### config.mk
export PLATFORM = sky130hd
export DESIGN_NAME = id_ex_hazard_reg
export DESIGN_NICKNAME = d
export VERILOG_FILES = /design/src/rtl/id_ex_hazard_reg.sv
export SDC_FILE = /design/constraint.sdc
export NUM_CORES = 1
export LEC_CHECK = 0
export CAP_MARGIN = 20
export CORE_ASPECT_RATIO = 1.5
export CORE_MARGIN = 10
export CORE_UTILIZATION = 45
export CTS_CLUSTER_SIZE = 24
export DETAILED_ROUTE_END_ITERATION = 8
export DONT_BUFFER_PORTS = 1
export HOLD_SLACK_MARGIN = 0.15
export PLACE_DENSITY_LB_ADDON = 0.12
export SLEW_MARGIN = 30
export SYNTH_ARGS = -nofsm -noshare
export SYNTH_HDL_FRONTEND = slang
export SYNTH_SLANG_ARGS = --single-unit
### constraint.sdc
create_clock -name clk_i -period 2.2 [get_ports clk_i]
set_input_delay 0.22 -clock clk_i [delete_from_list [all_inputs] [get_ports clk_i]]
set_output_delay 0.22 -clock clk_i [all_outputs]
set_load 0.02 [all_outputs]
### src/rtl/id_ex_hazard_reg.sv
// D->E pipeline register with hazard/stall generation for a 5-stage MIPS core.
// Compares the D-stage Tuse against the E/M-stage Tnew, and tracks the multi-cycle
// mult/div unit so that HI/LO users wait while it is busy. Stalls and flushes
// insert bubbles (all-zero E state, i.e. sll $0,$0,0) into E.
module id_ex_hazard_reg #(
  parameter int unsigned MultCycles = 5,
  parameter int unsigned DivCycles  = 10
) (
  input  logic        clk_i,
  input  logic        rst_ni,
  input  logic        flush_e_i,
  // D-stage instruction and operands
  input  logic [31:0] instr_d_i,
  input  logic [31:0] pc8_d_i,
  input  logic [31:0] rs_data_d_i,
  input  logic [31:0] rt_data_d_i,
  input  logic [4:0]  a1_d_i,
  input  logic [4:0]  a2_d_i,
  input  logic [4:0]  a3_d_i,
  input  logic        regwrite_d_i,
  input  logic [1:0]  tnew_d_i,
  input  logic [1:0]  tuse_rs_d_i,
  input  logic [1:0]  tuse_rt_d_i,
  input  logic        md_start_d_i,
  input  logic        md_div_d_i,
  input  logic        md_use_d_i,
  // M-stage producer information
  input  logic [4:0]  a3_m_i,
  input  logic        regwrite_m_i,
  input  logic [1:0]  tnew_m_i,
  // Hazard outputs
  output logic        stall_o,
  output logic        md_busy_o,
  // E-stage copies
  output logic [31:0] instr_e_o,
  output logic [31:0] pc8_e_o,
  output logic [31:0] rs_data_e_o,
  output logic [31:0] rt_data_e_o,
  output logic [4:0]  a1_e_o,
  output logic [4:0]  a2_e_o,
  output logic [4:0]  a3_e_o,
  output logic        regwrite_e_o,
  output logic [1:0]  tnew_e_o
);

  localparam int unsigned MaxCycles = (MultCycles > DivCycles) ? MultCycles : DivCycles;
  localparam int unsigned CntW      = $clog2(MaxCycles + 1);

  // The start cycle in E is the first busy cycle, so the counter covers the rest.
  localparam logic [CntW-1:0] MultLoad = CntW'(MultCycles - 1);
  localparam logic [CntW-1:0] DivLoad  = CntW'(DivCycles - 1);

  // E-stage state
  logic [31:0]     instr_q, instr_d;
  logic [31:0]     pc8_q, pc8_d;
  logic [31:0]     rs_data_q, rs_data_d;
  logic [31:0]     rt_data_q, rt_data_d;
  logic [4:0]      a1_q, a1_d;
  logic [4:0]      a2_q, a2_d;
  logic [4:0]      a3_q, a3_d;
  logic            regwrite_q, regwrite_d;
  logic [1:0]      tnew_q, tnew_d;
  logic            md_start_q, md_start_d;
  logic            md_div_q, md_div_d;
  logic [CntW-1:0] md_cnt_q, md_cnt_d;

  logic md_busy;
  logic stall_rs_e, stall_rs_m, stall_rt_e, stall_rt_m, stall_md;
  logic stall;
  logic bubble;

  // A read-after-write hazard exists when the source matches a live, non-$0 producer
  // whose result arrives later than the consumer needs it. Tuse=3 can never be less
  // than a 2-bit Tnew, and Tnew=0 is never greater than any Tuse.
  function automatic logic raw_hazard(input logic [4:0] src,
                                      input logic [1:0] tuse,
                                      input logic [4:0] dst,
                                      input logic       we,
                                      input logic [1:0] tnew);
    return (src == dst) && (dst != 5'd0) && we && (tuse < tnew);
  endfunction

  // Stall decision from GPR dependencies and the mult/div unit.
  always_comb begin
    md_busy    = md_start_q | (md_cnt_q != '0);
    stall_rs_e = raw_hazard(a1_d_i, tuse_rs_d_i, a3_q,   regwrite_q,   tnew_q);
    stall_rs_m = raw_hazard(a1_d_i, tuse_rs_d_i, a3_m_i, regwrite_m_i, tnew_m_i);
    stall_rt_e = raw_hazard(a2_d_i, tuse_rt_d_i, a3_q,   regwrite_q,   tnew_q);
    stall_rt_m = raw_hazard(a2_d_i, tuse_rt_d_i, a3_m_i, regwrite_m_i, tnew_m_i);
    stall_md   = md_use_d_i & md_busy;
    stall      = stall_rs_e | stall_rs_m | stall_rt_e | stall_rt_m | stall_md;
    bubble     = flush_e_i | stall;
  end

  // Next E state: bubble on flush or stall, otherwise capture the D stage.
  always_comb begin
    instr_d    = instr_d_i;
    pc8_d      = pc8_d_i;
    rs_data_d  = rs_data_d_i;
    rt_data_d  = rt_data_d_i;
    a1_d       = a1_d_i;
    a2_d       = a2_d_i;
    a3_d       = a3_d_i;
    regwrite_d = regwrite_d_i;
    tnew_d     = tnew_d_i;
    md_start_d = md_start_d_i;
    md_div_d   = md_div_d_i;
    if (bubble) begin
      instr_d    = '0;
      pc8_d      = '0;
      rs_data_d  = '0;
      rt_data_d  = '0;
      a1_d       = '0;
      a2_d       = '0;
      a3_d       = '0;
      regwrite_d = 1'b0;
      tnew_d     = '0;
      md_start_d = 1'b0;
      md_div_d   = 1'b0;
    end
  end

  // Mult/div busy counter: load on a start in E, otherwise count down to zero.
  // A flush does not touch it, so a running operation always completes.
  always_comb begin
    md_cnt_d = md_cnt_q;
    if (md_start_q) begin
      md_cnt_d = md_div_q ? DivLoad : MultLoad;
    end else if (md_cnt_q != '0) begin
      md_cnt_d = md_cnt_q - 1'b1;
    end
  end

  // E-stage register and mult/div counter state.
  always_ff @(posedge clk_i or negedge rst_ni) begin
    if (!rst_ni) begin
      instr_q    <= '0;
      pc8_q      <= '0;
      rs_data_q  <= '0;
      rt_data_q  <= '0;
      a1_q       <= '0;
      a2_q       <= '0;
      a3_q       <= '0;
      regwrite_q <= 1'b0;
      tnew_q     <= '0;
      md_start_q <= 1'b0;
      md_div_q   <= 1'b0;
      md_cnt_q   <= '0;
    end else begin
      instr_q    <= instr_d;
      pc8_q      <= pc8_d;
      rs_data_q  <= rs_data_d;
      rt_data_q  <= rt_data_d;
      a1_q       <= a1_d;
      a2_q       <= a2_d;
      a3_q       <= a3_d;
      regwrite_q <= regwrite_d;
      tnew_q     <= tnew_d;
      md_start_q <= md_start_d;
      md_div_q   <= md_div_d;
      md_cnt_q   <= md_cnt_d;
    end
  end

  // Output mapping.
  always_comb begin
    stall_o      = stall;
    md_busy_o    = md_busy;
    instr_e_o    = instr_q;
    pc8_e_o      = pc8_q;
    rs_data_e_o  = rs_data_q;
    rt_data_e_o  = rt_data_q;
    a1_e_o       = a1_q;
    a2_e_o       = a2_q;
    a3_e_o       = a3_q;
    regwrite_e_o = regwrite_q;
    tnew_e_o     = tnew_q;
  end

endmodule

## Yosys cells after proc, flatten, opt, wreduce, memory -nomap -nowiden

Cells that the tools add are included.

| word-level totals | value |
|---|---|
| memories kept | 0 |
| word-level logic and storage cells | 58 |
| RAM bits | 0 |
| bits in latches | 0 |
| bits of input ports | 164 |
| output and inout port bits | 148 |
| memory bits (read-only) | 0 |
| flip-flop bits (word level) | 152 |

| operators by class | value |
|---|---|
| divide/modulo/power cells | 0 |
| equal/unequal tests | 4 |
| $mul | 0 |
| add/subtract/negate cells | 1 |
| muxes and demuxes | 14 |
| $lt $le $gt $ge | 4 |
| reduce and logical (&&, ||, !) cells | 16 |
| shift-type cells | 0 |
| bitwise operators | 7 |

Operator list:

| cell | count |
|---|---|
| 32-bit 2-to-1 mux | 4 |
| 5-bit == test | 4 |
| 5-bit 2-to-1 mux | 3 |
| 1-bit logical AND | 12 |
| 4-bit 2-to-1 mux | 3 |
| 5-bit nonzero test | 2 |
| 2-bit less-than comparator | 4 |
| 1-bit bitwise OR | 6 |
| 4-bit nonzero test | 1 |
| 4-bit by 1-bit subtractor with 4-bit output (second input constant) | 1 |
| 1-bit 2-to-1 mux | 3 |
| 2-bit 2-to-1 mux | 1 |
| 2-bit nonzero test | 1 |
| 1-bit AND | 1 |

## Logic depth before layout (Yosys ltp)

Gate-level depths: netlist of run 1.

| logic depth | value |
|---|---|
| depth in word-level cells | 10 |
| gate-level depth with buffers | 9 |
| depth with buffers taken out | 7 |

## Least setup slack after synthesis of run 1

No wires, ideal clock.

| timing path | value |
|---|---|
| path type | flip-flop to output port |
| start point | register a3_q[3] (netlist: a3_e_o[3]) |
| end point | output port stall_o |
| slack | 0.238 ns |
| data arrival time | 1.742 ns |
| stages on the path, launching flop included | 6 |
| cells stage by stage | dfrtp_1 -> or4_1 -> o21ai_1 -> o21ai_2 -> buf_2 -> or2_2 |

| between the ends | value |
|---|---|
| cells in the longest elaborated chain, start to end | 8 |

RTL lines:

| item | RTL line | text |
|---|---|---|
| start, declared | 60 | `logic [4:0] a3_q, a3_d;` |
| start signal, assigned | 143 | `a3_q <= '0;` |
| start signal, assigned | 156 | `a3_q <= a3_d;` |
| 5-bit == test or 5-bit nonzero test (tied branches) | 80 | `return (src == dst) && (dst != 5'd0) && we && (tuse < tnew);` |
| 1-bit logical AND (3 in series) | 80 |  |
| 1-bit bitwise OR | 91 | `stall = stall_rs_e \| stall_rs_m \| stall_rt_e \| stall_rt_m \| stall_md;` |
| 1-bit bitwise OR * (3 in series) | 91 |  |
| end, declared | 32 | `output logic stall_o,` |

Mark *: on every way between the ends. The rest lies on a longest branch, timed or not.

## Worst setup path after layout of run 1

Same ends and word-level chain as after synthesis.

==> key figures, run 1 <==
Run status
  – Status: finished, violations left
  – Failing checks: negative hold slack, negative setup slack

Setup path
  – Cell Chain, Critical Path: or4_4 > o21ai_4 > o21ai_4 > buf_12 > or2_4
  – Slowest stage delay, CP: 0.53 ns
  – CP Capture Type: output port
  – Worst path depth: 5
  – Data arrival, critical path: 2.00 ns
  – WP buf/inv: 1
  – Data required, critical path: 1.98 ns
  – Cell family with most CP delay: simple AND/OR/NAND/NOR gates
  – Max FO, Critical Path: 3
  – Class of the most critical setup path: register to output port
  – Crit path max-delay cell type: or4_4
  – Critical Path Source Type: register
  – R2R depth: 7
  – Most used cell, CP: o21ai_4

GRT
  – GR Overflow Total: 0
  – Global-route wire length before repair: 28.0 mm
  – Number of global-route vias before repair: 4128
  – Initial antenna violation count: 5
  – Tot GR Track Use: 18.5%
  – Pin count of the biggest net entering global routing: 153

Finish
  – Area taken by multi-input logic gates: 0.00258 mm^2
  – Fill cells: 1249
  – Non-filler instance count after layout: 634
  – Area Overhead vs Synth: 17.0%
  – Layout cell share with drive strength beyond 1: 45.9%
  – Register area: 0.00380 mm^2
  – NumNets Final: 592

Clock network
  – Root Buffer Master: clkbuf_16
  – Clk_lat worst skew: 0.41 ns
  – Worst-path clk slew: 0.06 ns
  – CTS buffer count: 17
  – H-tree depth: 4
  – CTS sink count: 152
  – Deepest clock path buffer count: 2
  – TritonCTS clock tree: yes

Power
  – Sequential cell fraction of total power: 46.3%
  – Sw frac: 28.5%
  – Cell-internal power: 5.44 mW
  – Power Dens Cells: 986 mW/mm^2
  – Static Leak: 3.17 nW
  – Clock power share: 39.4%
  – Power Total: 7.61 mW
  – Peak supply drop: 0.559 mV
  – Switch Pwr: 2.17 mW
  – Gate power share: 14.3%

Route
  – DRT Pass-1 Iters: 4
  – Vias per cell: 5.90
  – Wire per inst: 30.1 um
  – Vias: 3743
  – DRC: 0
  – 1st-iter DRT viols: 282
  – DRT antenna net count: 0
  – WL final: 19.1 mm

STA
  – Minimum clock period: 2.22 ns
  – Relative slew slack: 70.7%
  – Peak Freq: 0.449 GHz
  – Clock Skew: 0.0128 ns
  – Hold WS: -0.499 ns
  – Worst Setup Slack, final: -0.0248 ns
  – Unrepaired setup endpoints after global routing: yes
  – Final Max Slew Viols: 0
  – Final setup vio count: 1
  – Slew @ Worst Pin: 0.439 ns
  – Count of final hold-check violations: 299
  – Final period utilization: 101%

Placed design
  – Port bufs: 0
  – Dpl cells: 592
  – Routability cong.: 0.790
  – Hpwl dp: 13.6 mm
  – Pre-CTS setup slack: -0.00845 ns

Floorplan
  – # rows: 54
  – Die height: 168 um
  – Die width: 119 um
  – Initial core utilization: 45.6%
  – Core area: 0.0145 mm^2
  – Die footprint: 0.0200 mm^2
  – I/O pin count: 312

Synthesis
  – Synth Flop Type: dfrtp_1
  – Syn Nets: 583
  – Asr flop ratio synth: 100%
  – FF+latch count, synth: 152
  – Gate Count Post-Synth: 413
  – Largest area contributor in the netlist: dfrtp_1
  – Most common cell in the netlist: dfrtp_1
  – Commonest cells in the netlist: dfrtp_1 (152), nor4b_2 (110), nor4b_1 (38)
  – Seq/Total Area, Yosys: 57.6%
  – Avg Inst Size Synth: 16.0 um^2
  – Post-synth cell types: 31
  – Synthesized cell area: 0.00660 mm^2
  – Yosys Warn Count: 0
  – Synth top area cells: dfrtp_1 (58%), nor4b_2 (25%), nor4b_1 (5.0%)
  – Number of synthesized flops with an enable pin: 0
  – Synth top area share: 57.6%

Hold path
  – Hold Path Class: input pin to async pin

Job
  – Max cap viols: 0
layout by cell type, fill, tap and decap left out, drive strengths merged:
master	n
or2	1
xor2	15
nand4	2
a2111oi	2
a22oi	1
nor4b	149
nor3	1
a211oi	3
bufbuf	1
o21ai	5
inv	6
clkbuf	20
ha	6
or4	2
bufinv	3
clkinvlp	1
mux2	1
diode	4
clkinv	6
nor2	1
a21o	1
or3	2
nand2b	4
buf	37
dfrtp	152
xnor2	6
nor4	2
a21oi	3
nand2	1
registers in the layout (all words and copies together), names as in the netlist, 2 cells and up:
register	count
md_cnt_q	4
instr_e_o	32
rs_data_e_o	32
a2_e_o	5
a1_e_o	5
a3_e_o	5
rt_data_e_o	32
pc8_e_o	32
tnew_e_o	2
metal layers:
layer / part of all wire [%] / vias to the layer above / track usage (%)
met3: 10 / 22 / 9.04
met4: 1.5 / 2 / 5.65
met1: 33 / 1953 / 18.4
met2: 55 / 199 / 32.9
li1: - / 1567 / -
met5: 0.068 / - / 0
power groups by stage:
stage / Combinational (mW) / Clock (mW) / Sequential [mW]
after floorplan: 0.764 / 0 / 3.50
after global placement: 0.945 / 0 / 3.58
after detailed placement: 0.988 / 0 / 3.58
after CTS: 1.07 / 3.07 / 3.53
after global routing: 1.19 / 3.19 / 3.55
final: 1.09 / 3.00 / 3.53
final timing paths:
path / from / slack (ns) / endpoint
setup / recovery: a3_e_o[3] / -0.02 / stall_o
hold / removal: rst_ni / -0.50 / rt_data_e_o[16]
setup reg to reg: a3_e_o[3] / 0.08 / rt_data_e_o[1]
hold reg to reg: md_div_q / 0.49 / md_cnt_q[2]
max in group asynchronous: rst_ni / 2.49 / a2_e_o[4]
min in group clk_i: flush_e_i / -0.12 / a1_e_o[4]
what timing repair did:
| action | in CTS | in global routing |
|---|---|---|
| setup endpoints to repair | 1 | 101 |
| cloned | 1 | 0 |
| hold endpoints to repair | 300 | 300 |
| buffers inserted | 6 | 0 |
| pin swaps | 4 | 2 |
| resized for setup | 4 | 17 |
metrics by stage:
step | hold WS (ns) | setup TNS [ns] | utilization [%] | area [um^2]
final | -0.499 | -0.0248 | 53.4 | 7720
after global routing | -0.524 | -0.116 | 53.3 | 7710
after CTS | -0.517 | -0.0757 | 52.8 | 7630
after detailed placement | -0.0709 | -0.0207 | 47.9 | 6930
after global placement | -0.0711 | 0 | 47.9 | 6930
after floorplan | -0.0756 | 0 | - | 6600
cell type report:
class	count	share of cell area, %
sequential	152	49.3
multi-input combinational	208	33.4
timing repair buffer	38	5.95
clock buffer	20	5.92
tap	196	3.18
clock inverter	11	1.91
inverter	5	0.243
antenna	4	0.130
logic make-up after synthesis:
group | after synthesis | synth area share [%]
muxes | 1 | 0.171
AOI/OAI and AO/OA | 15 | 1.55
and+or+nand+nor | 165 | 31.9
adders and majority gates | 6 | 1.14
buffers and inverters | 53 | 4.82
xor gates and xnor gates | 21 | 2.79
DFF | 152 | 57.6
Note: power is estimated with default switching activity, not from simulation.
==> run 2, diff against run 1 <==
--- a/config.mk
+++ b/config.mk
@@ -9,11 +9,12 @@
 export CORE_ASPECT_RATIO = 1.5
 export CORE_MARGIN = 10
 export CORE_UTILIZATION = 45
+export CTS_BUF_LIST = sky130_fd_sc_hd__clkbuf_16
 export CTS_CLUSTER_SIZE = 24
 export DETAILED_ROUTE_END_ITERATION = 8
 export DONT_BUFFER_PORTS = 1
 export HOLD_SLACK_MARGIN = 0.15
-export PLACE_DENSITY_LB_ADDON = 0.12
+export PLACE_DENSITY_LB_ADDON = 0.08
 export SLEW_MARGIN = 30
 export SYNTH_ARGS = -nofsm -noshare
 export SYNTH_HDL_FRONTEND = slang
==> key figures, run 2 (synthesis gave the netlist of run 1 again) <==
Run status
  – Failing checks: negative hold slack, negative setup slack (unchanged)
  – Status: finished, violations left (unchanged)

Clock network
  – CTS buffer count: 17 (unchanged)
  – Worst-path clk slew: 0.07 ns (was 0.06 ns)
  – CTS sink count: 152 (unchanged)
  – H-tree depth: 4 (unchanged)
  – Deepest clock path buffer count: 2 (unchanged)
  – Root Buffer Master: clkbuf_16 (unchanged)
  – Clk_lat worst skew: 0.41 ns (about the same)
  – TritonCTS clock tree: yes (unchanged)

Job
  – Max cap viols: 0 (unchanged)

Finish
  – Fill cells: 1207 (was 1249)
  – Most frequent cells in the layout: dfrtp_1 (152), nor4b_2 (111), nor4b_1 (37), buf_4 (22), clkbuf_16 (17) (was dfrtp_1 (152), nor4b_2 (114), nor4b_1 (34), buf_4 (25), clkbuf_16 (17))
  – Commonest non-fill, non-tap cell in the layout: dfrtp_1 (unchanged)
  – Area Overhead vs Synth: 15.3% (was 17.0%)
  – NumNets Final: 588 (was 592)
  – Layout cell share with drive strength beyond 1: 43.9% (was 45.9%)

STA
  – Final setup vio count: 1 (unchanged)
  – Final period utilization: 100% (was 101%)
  – Count of final hold-check violations: 299 (unchanged)
  – Clock Skew: 0.00764 ns (was 0.0128 ns)
  – Peak Freq: 0.453 GHz (was 0.449 GHz)
  – Worst Setup Slack, final: -0.00664 ns (was -0.0248 ns)
  – Slew @ Worst Pin: 0.418 ns (was 0.439 ns)
  – Minimum clock period: 2.21 ns (was 2.22 ns)
  – Hold WS: -0.499 ns (about the same)
  – Unrepaired setup endpoints after global routing: yes (unchanged)
  – Relative slew slack: 71.4% (was 70.7%)
  – Final Max Slew Viols: 0 (unchanged)

Setup path
  – Critical Path Source Type: register (unchanged)
  – Data required, critical path: 1.98 ns (about the same)
  – Most used cell, CP: o21ai_4 (unchanged)
  – CP Capture Type: output port (unchanged)
  – Slowest stage delay, CP: 0.54 ns (was 0.53 ns)
  – Max FO, Critical Path: 3 (unchanged)
  – Cell Chain, Critical Path: buf_4 > or4_4 > o21ai_4 > o21ai_4 > or2_4 (was or4_4 > o21ai_4 > o21ai_4 > buf_12 > or2_4)
  – Crit path max-delay cell type: or4_4 (unchanged)
  – Data arrival, critical path: 1.99 ns (was 2.00 ns)
  – Class of the most critical setup path: register to output port (unchanged)

Route
  – WL final: 18.4 mm (was 19.1 mm)
  – 1st-iter DRT viols: 223 (was 282)
  – DRC: 0 (unchanged)
  – DRT antenna net count: 0 (unchanged)
  – DRT Pass-1 Iters: 4 (unchanged)
  – Vias per cell: 5.75 (was 5.90)
  – Vias: 3647 (was 3743)
  – Wire per inst: 29.0 um (was 30.1 um)

Placed design
  – Port bufs: 0 (unchanged)
  – Routability cong.: 0.754 (was 0.790)
  – Hpwl dp: 13.3 mm (was 13.6 mm)
  – Pre-CTS setup slack: 0.120 ns (was -0.00845 ns)

Floorplan
  – I/O pin count: 312 (unchanged)
  – # rows: 54 (unchanged)
  – Die footprint: 0.0200 mm^2 (unchanged)
  – Die width: 119 um (unchanged)
  – Core area: 0.0145 mm^2 (unchanged)
  – Initial core utilization: 45.6% (unchanged)
  – Die height: 168 um (unchanged)

Power
  – Power Total: 7.37 mW (was 7.61 mW)
  – Static Leak: 3.13 nW (was 3.17 nW)
  – Peak supply drop: 0.532 mV (was 0.559 mV)
  – Power Dens Cells: 969 mW/mm^2 (was 986 mW/mm^2)

GRT
  – Global routing met2 resource utilization: 31.0% (was 32.9%)
  – Tot GR Track Use: 17.4% (was 18.5%)
  – Pin count of the biggest net entering global routing: 153 (unchanged)
  – Global-route wire length before repair: 26.4 mm (was 28.0 mm)
  – GR Layer Usage met1: 16.9% (was 18.4%)
  – Busiest grt layer: met2 (unchanged)
  – GR Overflow Total: 0 (unchanged)
  – Initial antenna violation count: 7 (was 5)
  – Number of global-route vias before repair: 3978 (was 4128)
  – GR met3 Demand/Resource: 9.88% (was 9.04%)

Hold path
  – Hold Path Class: input pin to async pin (unchanged)
-- run 2: where the power goes --
group | leakage, nW | internal, mW | switching (mW)
clock network | 0.292 | 1.62 | 1.26
logic | 0.803 | 0.466 | 0.522
registers | 2.03 | 3.06 | 0.453
-- run 2: cell type report --
type	instances	area (um^2)	area share [%]
clock buffer	17	425	5.59
antenna	7	17.5	0.230
sequential	152	3800	50.0
inverter	5	18.8	0.247
tap	196	245	3.22
clock inverter	15	159	2.09
multi-input combinational	208	2540	33.4
timing repair buffer	34	397	5.21
-- run 2: metal layers --
metal	part of all wire, %	wire length, um
met5	0.071	13
met4	0.97	179
met2	54	9890
met1	35	6350
met3	11	1940
-- run 2: what timing repair did --
item,in CTS,in global routing
resized for setup,4,8
setup endpoints to repair,1,57
buffers inserted,7,1
hold endpoints to repair,300,300
pin swaps,4,6
-- run 2: final timing paths --
check / start / endpoint / slack [ns] / cells after the start
setup / recovery: a3_e_o[4] / stall_o / -0.007 / 5
hold / removal: rst_ni / pc8_e_o[9] / -0.50 / 0
setup reg to reg: a3_e_o[4] / a2_e_o[0] / 0.09 / 8
hold reg to reg: md_div_q / md_cnt_q[2] / 0.49 / 1
max in group asynchronous: rst_ni / a3_e_o[3] / 2.36 / 0
min in group clk_i: flush_e_i / a3_e_o[4] / -0.11 / 1
-- run 2: per-stage QoR --
step | util (%) | area, um^2 | instances | setup TNS, ns | hold WS (ns)
global placement | 47.8 | 6910 | 588 | 0 | -0.0712
CTS | 52.3 | 7570 | 627 | -0.0664 | -0.520
detailed placement | 47.8 | 6910 | 588 | 0 | -0.0707
floorplan | - | 6600 | 413 | 0 | -0.0756
finish | 52.6 | 7610 | 634 | -0.00664 | -0.499
global route | 52.6 | 7600 | 632 | -0.0671 | -0.531
-- run 2: worst max-delay path, delay by kind of cell, from the launching register on --
kind | cells | cell delay [ns]
compound gates | 2 | 0.23
flops | 1 | 0.39
simple gates | 2 | 0.82
buf+inv | 1 | 0.14
==> run 3, diff against run 2 <==
--- a/config.mk
+++ b/config.mk
@@ -5,9 +5,8 @@
 export SDC_FILE = /design/constraint.sdc
 export NUM_CORES = 1
 export LEC_CHECK = 0
-export CAP_MARGIN = 20
 export CORE_ASPECT_RATIO = 1.5
-export CORE_MARGIN = 10
+export CORE_MARGIN = 2
 export CORE_UTILIZATION = 45
 export CTS_BUF_LIST = sky130_fd_sc_hd__clkbuf_16
 export CTS_CLUSTER_SIZE = 24
==> key figures, run 3 (synthesis gave the netlist of run 1 again) <==
Setup path
  – Worst path depth: 4 (was 5)
  – Data arrival, critical path: 1.92 ns (was 1.99 ns)
  – R2R depth: 7 (was 8)
  – CP Capture Type: output port (unchanged)
  – WP buf/inv: 0 (was 1)
  – Crit path max-delay cell type: or4_4 (unchanged)
  – Class of the most critical setup path: register to output port (unchanged)
  – Data required, critical path: 1.98 ns (about the same)
  – CP Launch Point: a3_e_o[4] (unchanged)
  – Cell Chain, Critical Path: or4_4 > o21ai_2 > o21ai_4 > or2_4 (was buf_4 > or4_4 > o21ai_4 > o21ai_4 > or2_4)
  – Critical Path Source Type: register (unchanged)
  – Max FO, Critical Path: 4 (was 3)
  – Reg-to-Reg Start: a3_e_o[4] (unchanged)
  – Critical path endpoint: stall_o (unchanged)
  – Flop-to-flop setup slack: 0.08 ns (was 0.09 ns)
  – R2r endpoint: pc8_e_o[27] (was a2_e_o[0])
  – Slowest stage delay, CP: 0.52 ns (was 0.54 ns)
  – Cell family with most CP delay: simple AND/OR/NAND/NOR gates (unchanged)

STA
  – Final period utilization: 97.2% (was 100%)
  – Slew @ Worst Pin: 0.453 ns (was 0.418 ns)
  – Relative slew slack: 69.3% (was 71.4%)
  – Peak Freq: 0.467 GHz (was 0.453 GHz)
  – Minimum clock period: 2.14 ns (was 2.21 ns)
  – Final Max Slew Viols: 0 (unchanged)
  – Final setup vio count: 0 (was 1)
  – Count of final hold-check violations: 298 (was 299)
  – Setup TNS Final: 0 ns (was -0.00664 ns)
  – Worst Setup Slack, final: 0.0607 ns (was -0.00664 ns)
  – Clock Skew: 0.0102 ns (was 0.00764 ns)
  – Hold WS: -0.506 ns (was -0.499 ns)

Route
  – Met3 wire length: 1.52 mm (was 1.94 mm)
  – M1 WL: 5.44 mm (was 6.35 mm)
  – Met2 wire len: 9.11 mm (was 9.89 mm)
  – Top layer used by detailed routing: met4 (was met5)
  – Vias: 3700 (was 3647)
  – DRC: 0 (unchanged)
  – DRT Pass-1 Iters: 4 (unchanged)
  – Wire per inst: 25.7 um (was 29.0 um)
  – WL final: 16.3 mm (was 18.4 mm)
  – 1st-iter DRT viols: 181 (was 223)
  – DRT antenna net count: 0 (unchanged)
  – Vias per cell: 5.84 (was 5.75)

Clock network
  – TritonCTS clock tree: yes (unchanged)
  – CTS buffer count: 17 (unchanged)
  – CTS sink count: 152 (unchanged)
  – Deepest clock path buffer count: 2 (unchanged)
  – Worst-path clk slew: 0.07 ns (about the same)
  – H-tree depth: 4 (unchanged)
  – Root Buffer Master: clkbuf_16 (unchanged)
  – Clk_lat worst skew: 0.41 ns (about the same)

Finish
  – Area Overhead vs Synth: 15.5% (was 15.3%)
  – NumNets Final: 593 (was 588)
  – Layout cell share with drive strength beyond 1: 44.5% (was 43.9%)
  – Most frequent cells in the layout: dfrtp_1 (151), nor4b_2 (111), nor4b_1 (37), buf_4 (25), clkbuf_16 (17) (was dfrtp_1 (152), nor4b_2 (111), nor4b_1 (37), buf_4 (22), clkbuf_16 (17))
  – Commonest non-fill, non-tap cell in the layout: dfrtp_1 (unchanged)

Floorplan
  – # rows: 54 (unchanged)
  – Die height: 152 um (was 168 um)
  – Die width: 103 um (was 119 um)
  – Initial core utilization: 45.6% (unchanged)
  – Core area: 0.0145 mm^2 (unchanged)
  – I/O pin count: 312 (unchanged)
  – Die footprint: 0.0157 mm^2 (was 0.0200 mm^2)

Job
  – Max cap viols: 0 (unchanged)

Placed design
  – Hpwl dp: 11.3 mm (was 13.3 mm)
  – Port bufs: 0 (unchanged)
  – Pre-CTS setup slack: 0.0685 ns (was 0.120 ns)
  – Routability cong.: 0.850 (was 0.754)

Run status
  – Failing checks: negative hold slack (was negative hold slack, negative setup slack)
  – Status: finished, violations left (unchanged)

Power
  – Peak supply drop: 0.485 mV (was 0.532 mV)
  – Power Dens Cells: 950 mW/mm^2 (was 969 mW/mm^2)
  – Static Leak: 3.13 nW (about the same)

GRT
  – Tot GR Track Use: 20.9% (was 17.4%)
  – Number of global-route vias before repair: 4130 (was 3978)
  – Global-route wire length before repair: 24.3 mm (was 26.4 mm)
  – GR Overflow Total: 0 (unchanged)
  – Initial antenna violation count: 2 (was 7)
  – Pin count of the biggest net entering global routing: 153 (unchanged)

Hold path
  – Hold Path Class: input pin to async pin (unchanged)
==> run 3: worst min path at each step <==
stage,startpoint,to,slack [ns]
after floorplan,rst_ni,a1_e_o[0],-0.08
after global placement,rst_ni,rs_data_e_o[15],-0.07
after detailed placement,rst_ni,rt_data_e_o[28],-0.07
after CTS,rst_ni,rt_data_e_o[28],-0.53
after global routing,rst_ni,rt_data_e_o[28],-0.53
final,rst_ni,rs_data_e_o[15],-0.51
==> run 3: power by group <==
| part | internal [mW] | switching (mW) |
|---|---|---|
| Sequential | 3.06 | 0.445 |
| Clock | 1.47 | 1.22 |
| Combinational | 0.506 | 0.541 |
| Total | 5.04 | 2.20 |
==> run 3: what timing repair did <==
action	4_1_cts	5_1_grt
buffers inserted	2	2
endpoints found under the hold margin	300	300
pin swaps	1	1
setup endpoints to repair	1	98
resized for setup	2	9
==> run 3: through the flow <==
stage	hold WS, ns	instance area, um^2	total power, mW	std cells	util (%)
2_1_floorplan	-0.0756	6600	4.27	413	-
3_3_place_gp	-0.0727	7000	4.52	596	48.4
3_5_place_dp	-0.0727	7000	4.57	596	48.4
4_1_cts	-0.527	7560	7.31	630	52.3
5_1_grt	-0.534	7620	7.57	633	52.7
6_report	-0.506	7620	7.24	634	52.7
==> run 3: worst reg2reg max path, delay by kind of cell, from the launching register on <==
kind / cells / cell delay (ns)
AOI/OAI and AO/OA: 2 / 0.28
buffers and inverters: 3 / 0.52
DFF: 1 / 0.44
and+or+nand+nor: 2 / 0.77
==> run 3: metal layers <==
metal | global-route usage, % | vias to the layer above
met3 | 7.89 | 16
met5 | 0 | -
li1 | - | 1571
met1 | 22.2 | 1902
met2 | 37.1 | 211
met4 | 7.27 | 0
==> run 3: area by class of cell <==
type | instances | area (um^2)
fillers | 1274 | 6840
flip-flops and latches | 152 | 3800
multi-input cells | 208 | 2530
repair buffers | 39 | 468
clock buffers | 17 | 425
well taps | 196 | 245
clock inverters | 15 | 120
inverters | 5 | 18.8
diodes | 2 | 5.00
